<file path="src/rtl/rr_buf_arb_pkg.sv">
// Shared definitions for the round-robin buffered arbiter.
// Holds the buffer state encoding and the source-tag width helper.
package rr_buf_arb_pkg;

    localparam logic ST_EMPTY = 1'b0;
    localparam logic ST_FULL  = 1'b1;

    // Source tag width: at least one bit even for tiny requester counts
    function automatic int src_width(input int n);
        return (n <= 2) ? 1 : $clog2(n);
    endfunction

endpackage

</file>
<file path="src/rtl/rr_pick.sv">
// Rotate-priority encoder: scans from last_grant+1 upward, wrapping.
// Purely combinational; reports any_valid, winner index and one-hot.
module rr_pick #(
    parameter int N_REQ = 4,
    parameter int SRC_W = 2
) (
    input  logic [N_REQ-1:0] req,
    input  logic [SRC_W-1:0] last_grant,
    output logic             any_valid,
    output logic [SRC_W-1:0] winner,
    output logic [N_REQ-1:0] onehot
);

    // Upper half (above last_grant) first, then wrap to the lower half
    always_comb begin
        any_valid = 1'b0;
        winner    = '0;
        onehot    = '0;
        for (int i = 0; i < N_REQ; i++) begin
            if (!any_valid && req[i] && (i > int'(last_grant))) begin
                any_valid = 1'b1;
                winner    = SRC_W'(i);
                onehot[i] = 1'b1;
            end
        end
        for (int i = 0; i < N_REQ; i++) begin
            if (!any_valid && req[i] && (i <= int'(last_grant))) begin
                any_valid = 1'b1;
                winner    = SRC_W'(i);
                onehot[i] = 1'b1;
            end
        end
    end

endmodule

</file>
<file path="src/rtl/rr_buf_arbiter.sv">
// Round-robin arbiter feeding one single-entry output buffer.
// Each forwarded word carries the index of the requester it came from.
module rr_buf_arbiter
    import rr_buf_arb_pkg::*;
#(
    parameter  int N_REQ  = 4,
    parameter  int DATA_W = 8,
    localparam int SRC_W  = src_width(N_REQ)
) (
    input  logic                    clk,
    input  logic                    rst,
    input  logic [N_REQ-1:0]        req_valid,
    input  logic [N_REQ*DATA_W-1:0] req_data,
    output logic [N_REQ-1:0]        req_ready,
    output logic                    out_valid,
    output logic [DATA_W-1:0]       out_data,
    output logic [SRC_W-1:0]        out_src,
    input  logic                    out_ready,
    output logic                    busy
);

    logic              state_q;
    logic              state_d;
    logic [SRC_W-1:0]  last_grant;
    logic              any_valid;
    logic [SRC_W-1:0]  winner;
    logic [N_REQ-1:0]  onehot;
    logic              can_load;
    logic              load;
    logic [DATA_W-1:0] sel_data;

    rr_pick #(
        .N_REQ (N_REQ),
        .SRC_W (SRC_W)
    ) u_pick (
        .req        (req_valid),
        .last_grant (last_grant),
        .any_valid  (any_valid),
        .winner     (winner),
        .onehot     (onehot)
    );

    // Loading is allowed into an empty buffer or one draining this cycle
    assign can_load  = (state_q == ST_EMPTY) || out_ready;
    assign load      = any_valid && can_load && !rst;
    assign req_ready = (rst || !can_load) ? '0 : onehot;
    assign out_valid = (state_q == ST_FULL);
    assign busy      = out_valid || (|req_valid);

    // One-hot mux of the winning requester's word
    always_comb begin
        sel_data = '0;
        for (int i = 0; i < N_REQ; i++) begin
            if (onehot[i]) begin
                sel_data = sel_data | req_data[i*DATA_W +: DATA_W];
            end
        end
    end

    // Buffer fill/drain sequencing; a load wins over a plain drain
    always_comb begin
        state_d = state_q;
        if (load) begin
            state_d = ST_FULL;
        end else if ((state_q == ST_FULL) && out_ready) begin
            state_d = ST_EMPTY;
        end
    end

    // Buffer contents and priority pointer move only on an accepted word
    always_ff @(posedge clk) begin
        if (rst) begin
            state_q    <= ST_EMPTY;
            out_data   <= '0;
            out_src    <= '0;
            last_grant <= SRC_W'(N_REQ - 1);
        end else begin
            state_q <= state_d;
            if (load) begin
                out_data   <= sel_data;
                out_src    <= winner;
                last_grant <= winner;
            end
        end
    end

endmodule

</file>
<file path="config.mk">
export PLATFORM = sky130hd
export DESIGN_NAME = rr_buf_arbiter
export DESIGN_NICKNAME = d
export VERILOG_FILES = /design/src/rtl/rr_buf_arb_pkg.sv /design/src/rtl/rr_pick.sv /design/src/rtl/rr_buf_arbiter.sv
export SDC_FILE = /design/constraint.sdc
export NUM_CORES = 1
export LEC_CHECK = 0
export BUFFER_PORTS_ARGS = -buffer_cell sky130_fd_sc_hd__buf_2
export CAP_MARGIN = 15
export CORE_MARGIN = 5
export CORE_UTILIZATION = 37
export DETAILED_ROUTE_END_ITERATION = 8
export PLACE_DENSITY = 0.73
export SYNTH_ARGS = -nofsm -noshare
export SYNTH_HDL_FRONTEND = slang
export SYNTH_SLANG_ARGS = --single-unit
</file>
<file path="constraint.sdc">
create_clock -name clk -period 1.3 [get_ports clk]
set_clock_uncertainty 0.1 [all_clocks]
set_input_delay 0.13 -clock clk [delete_from_list [all_inputs] [get_ports clk]]
set_output_delay 0.13 -clock clk [all_outputs]
set_load 0.03 [all_outputs]
</file>
# After elaboration in Yosys (flattened, before gate mapping)
# Index checks and enable logic that the tools add are counted.
# op_classes
n_mux	27
reduce_logical	28
n_eq_ne	0
multipliers	0
div_mod_pow	0
n_lt_le_gt_ge	6
n_bitwise	4
n_addsub	0
shift	0
# ops
operator	count
$mux 8	4
$or 8x8->8	3
$mux 1	16
$logic_and 1x1->1	15
$mux 2	6
$logic_not 1->1	8
$gt 2x2->1 const A	2
$le 2x2->1 const A	2
$mux 4	1
$reduce_or 4->1	1
$logic_or 1x1->1	3
$gt 1x2->1 const A	1
$le 1x2->1 const A	1
$reduce_bool 2->1	1
$not 1->1	1
# totals
ff_bits	13
ramBits	0
wordCells	69
latch_bits	0
romBits	0
input_bits	39
mem_count	0

# Depth between registers and ports, before layout
# logic_depth
depth_word	29
mapped_depth	7
ltp_nobuf	5

# Hierarchy
# A second synthesis with hierarchy kept.
# hier_totals
hier_cells	111
hier_area_um2	919.6
# modules_own_cells
mod	instances	seq_area_each_um2	cells_per_inst	area_each_um2
rr_buf_arbiter	1	260.2	77	685.7
rr_pick	1	0.0	34	234.0

# Least setup slack after synthesis
# OpenSTA, ideal clock, no wires.
# synth_timing
path_kind	register to output
startpoint	register last_grant[0]
endpoint	output req_ready[3]
arrival_time_ns	1.451
path_buffers	1
stages_incl_launch_ff	6
setup_slack_ns	-0.381
path_cell_list	dfxtp_1 > buf_2 > nor2b_1 > o21bai_1 > a21oi_2 > nor2b_1
# synth_between
elab_chain_len	27
word_cells_on_any_way	33
# synth_rtl
element	line	text
from (decl)	rr_buf_arbiter.sv:24	logic [SRC_W-1:0] last_grant;
from (signal assigned)	rr_buf_arbiter.sv:76	last_grant <= SRC_W'(N_REQ - 1);
from (signal assigned)	rr_buf_arbiter.sv:82	last_grant <= winner;
$gt 1x2->1	rr_pick.sv:20	if (!any_valid && req[i] && (i > int'(last_grant))) begin
$logic_and 1x1->1	rr_pick.sv:20	
$mux 1	rr_pick.sv:20	
$logic_not 1->1	rr_pick.sv:20	
$logic_and 1x1->1 (2 in series)	rr_pick.sv:20	
$mux 1	rr_pick.sv:20	
$logic_not 1->1	rr_pick.sv:20	
$logic_and 1x1->1 (2 in series)	rr_pick.sv:20	
[7 not listed]	-	
$mux 1	rr_pick.sv:27	if (!any_valid && req[i] && (i <= int'(last_grant))) begin
$logic_not 1->1	rr_pick.sv:27	
$logic_and 1x1->1 (2 in series)	rr_pick.sv:27	
$mux 1	rr_pick.sv:27	
$logic_not 1->1	rr_pick.sv:27	
$logic_and 1x1->1 (2 in series)	rr_pick.sv:27	
$mux 1 (*)	rr_pick.sv:27	
$mux 4 (*)	rr_buf_arbiter.sv:46	assign req_ready = (rst || !can_load) ? '0 : onehot;
to (decl)	rr_buf_arbiter.sv:14	output logic [N_REQ-1:0] req_ready,
# Every way passes the cells marked *; elsewhere a longest branch is shown, timed or not.

# Final worst setup path
# layout_timing
startpoint	register last_grant[1]
endpoint	register out_src[1]
# layout_between
elab_chain_len	28
word_cells_on_any_way	39
# layout_rtl
element	line	text
$gt 1x2->1	rr_pick.sv:20	
$logic_and 1x1->1	rr_pick.sv:20	
$mux 1	rr_pick.sv:20	
$logic_not 1->1	rr_pick.sv:20	
$logic_and 1x1->1 (2 in series)	rr_pick.sv:20	
$mux 1	rr_pick.sv:20	
$logic_not 1->1	rr_pick.sv:20	
$logic_and 1x1->1 (2 in series)	rr_pick.sv:20	
[7 not listed]	-	
$mux 1	rr_pick.sv:27	
$logic_not 1->1	rr_pick.sv:27	
$logic_and 1x1->1 (2 in series)	rr_pick.sv:27	
$mux 1	rr_pick.sv:27	
$logic_not 1->1	rr_pick.sv:27	
$logic_and 1x1->1 (2 in series)	rr_pick.sv:27	
$mux 1	rr_pick.sv:27	
$logic_and 1x1->1 (2 in series)	rr_buf_arbiter.sv:45	assign load = any_valid && can_load && !rst;
to (signal assigned)	rr_buf_arbiter.sv:81	out_src <= winner;
to (decl)	rr_buf_arbiter.sv:17	output logic [SRC_W-1:0] out_src,
# Parallel ways exist; a longest one is shown, timed or not.
# A chain may end at the register's enable or synchronous reset.

==> impl_metrics.toml <==
[flow_run]
maxCapViolCount = 0

[critical_path]
required_ns = 1.42
critical_path_arrival_ns = 1.72
crit_type = "flop to flop"
cp-end-kind = "flop"
worstSetupStartpointType = "flop"
critPathMaxFanout = 7

[grt]
antenna_found_initial = 0
grt_pass1_wl_um = 5220
grt_max_degree = 9
grt_pass1_vias = 1227
grt-ovfl-total = 0
grt.total_usage_pct = 20.1

[logic_synthesis]
synthTopCellsByArea = "dfxtp_1 (32%), a22oi_1 (15%), o211ai_1 (8.2%)"
netlist_area_um2 = 823
syn_nets = 138
avgSynthCellArea_um2 = 8.32
yosysWarningCount = 0
synth_top_area_share_pct = 31.6
ys_seq_elements = 13
synth.largest_area_cell = "dfxtp_1"
ys_async_sr_fraction_pct = 0
yosysSeqAreaShare_pct = 31.6
synth_flop_cell = "dfxtp_1"
synthCells = 99
ys_types = 27
synth_edf_count = 0

[final_layout]
fillers = 150
nets = 225
syn_to_final_growth_pct = 105
diodes = 0
layout_commonest_cell = "buf_2"
mostFrequentLayoutCells = "buf_2 (48), buf_6 (19), buf_4 (16)"
final_layout_size_suffix_gt1_share_pct = 70.3
final_util_pct = 77.8

[floorplan]
ios = 55
die-area_mm2 = 0.00327
die_y_um = 57.2
core_area_mm2 = 0.00217
rows = 17
initial_utilization_pct = 37.9
die_width_um = 57.2

[pwr]
ir_drop_mv = 0.714
total_leakage_power_nw = 0.733
powerDensity_mw_per_mm2 = 924

[clocking]
numCtsBuffers = 3
clk_pin_slew_worst_paths_ns = 0.08
htreeDepth = 1
cts_sinks = 13
cts_buffer_depth = 2
cts_tree = "yes"
cts_root_buf = "clkbuf_4"
clock_latency_ns = 0.28

[drt]
drc = 0
drt_iter0_drc = 22
vias = 1160
routed_via_density = 5.45
routedWlPerCell_um = 16.9
first_pass_iters = 4
postRouteAntennaNets = 0
totalWireLength_um = 3610

[run_status]
violations = "negative setup slack"
status = "finished, violations left"

[sta]
finalCriticalPeriod_ns = 1.60
finalSetupTns_ns = -3.79
maxSlewHeadroom_pct = 78.8
hold_viol = 0
fmax_ghz = 0.625
finalSetupViolations = 16
rsz0062_at_grt = "yes"
worst_slack_ns = -0.301
worstMarginPinSlew_ns = 0.317
final_max_slew_viol_count = 0
post-route-period-util_pct = 123

[place]
preCtsSetupSlack_ns = -0.188
portBuffers = 54
dp_hpwl_um = 2190
routabilityCongestion = 0.809

[min_path]
hold_path_class = "input pin to flop"
-- synth_stat cells, types with 2 or more instances --
cell type  number
a22oi_1        16
dfxtp_1        13
nand2_1         9
o211ai_1        9
nor2_1          7
a21oi_1         6
buf_2           5
nand2b_1        5
nor2b_1         4
o21ai_0         3
o21ai_1         3
a21oi_2         2
nor3_4          2
o21bai_1        2
-- path summary, 6_finish.rpt --
check	start	end	slack, ns	depth (start not counted)
worst max-delay path	last_grant[1]	out_src[1]	-0.30	6
worst min-delay path	req_data[3]	out_data[3]	0.005	3
worst max register to register	last_grant[1]	out_src[1]	-0.30	6
worst min register to register	out_data[1]	out_data[1]	0.38	2
-- state kept, by name, indices dropped and copies added, names as in the netlist --
register	cells
out_data	8
last_grant	2
out_src	2
out_valid	1
-- power by group --
| group | leakage (nW) | switching, mW | internal [mW] |
|---|---|---|---|
| clock network | 0.0150 | 0.131 | 0.119 |
| logic | 0.609 | 0.408 | 0.393 |
| registers | 0.109 | 0.0483 | 0.460 |
-- timing repair --
action | in CTS | in global routing
hold endpoints to repair | 4 | 1
setup endpoints to repair | 17 | 17
hold buffers | 4 | 1
setup buffers | 6 | 3
resized for setup | 43 | 18
gates cloned | 0 | 0
pin swaps | 11 | 21
-- metal layers --
layer / global-route usage [%] / wire (um)
met1: 19.7 / 1340
met2: 37.8 / 1940
met3: 6.56 / 190
met4: 8.94 / 137
met5: 0 / 0
-- cell families (layout without fill, tap and decap cells) --
| kind of cell | count (synthesis) | after routing | share of synthesized area, % |
|---|---|---|---|
| compound gates | 45 | 45 | 37.8 |
| buf+inv | 8 | 94 | 5.32 |
| flops | 13 | 13 | 31.6 |
| simple gates | 33 | 33 | 25.2 |
-- worst max-delay path, cell delays in order (launching register included) --
cell     delay (ns)
dfxtp_4        0.41
buf_6          0.13
buf_12         0.11
buf_6          0.09
nor2_2         0.03
or4_4          0.52
a21oi_2        0.14
-- area by class of cell --
| class | instances | area (um^2) | area share, % |
|---|---|---|---|
| Tap cell | 28 | 35.0 | 2.08 |
| Timing Repair Buffer | 89 | 644 | 38.2 |
| Sequential cell | 13 | 272 | 16.1 |
| Multi-Input combinational cell | 78 | 707 | 41.9 |
| Clock buffer | 4 | 26.3 | 1.56 |
| Inverter | 1 | 3.75 | 0.222 |
-- stage by stage --
step | hold slack [ns] | cell area [um^2] | power, mW | instances
CTS | 0.00000944 | 1560 | 1.46 | 209
detailed placement | 0.276 | 1270 | 1.07 | 195
global placement | 0.272 | 1270 | 1.06 | 195
global route | 0.0142 | 1690 | 1.65 | 213
floorplan | 0.179 | 877 | 0.869 | 99
finish | 0.00547 | 1690 | 1.56 | 213
(Power assumes the default switching activity.)
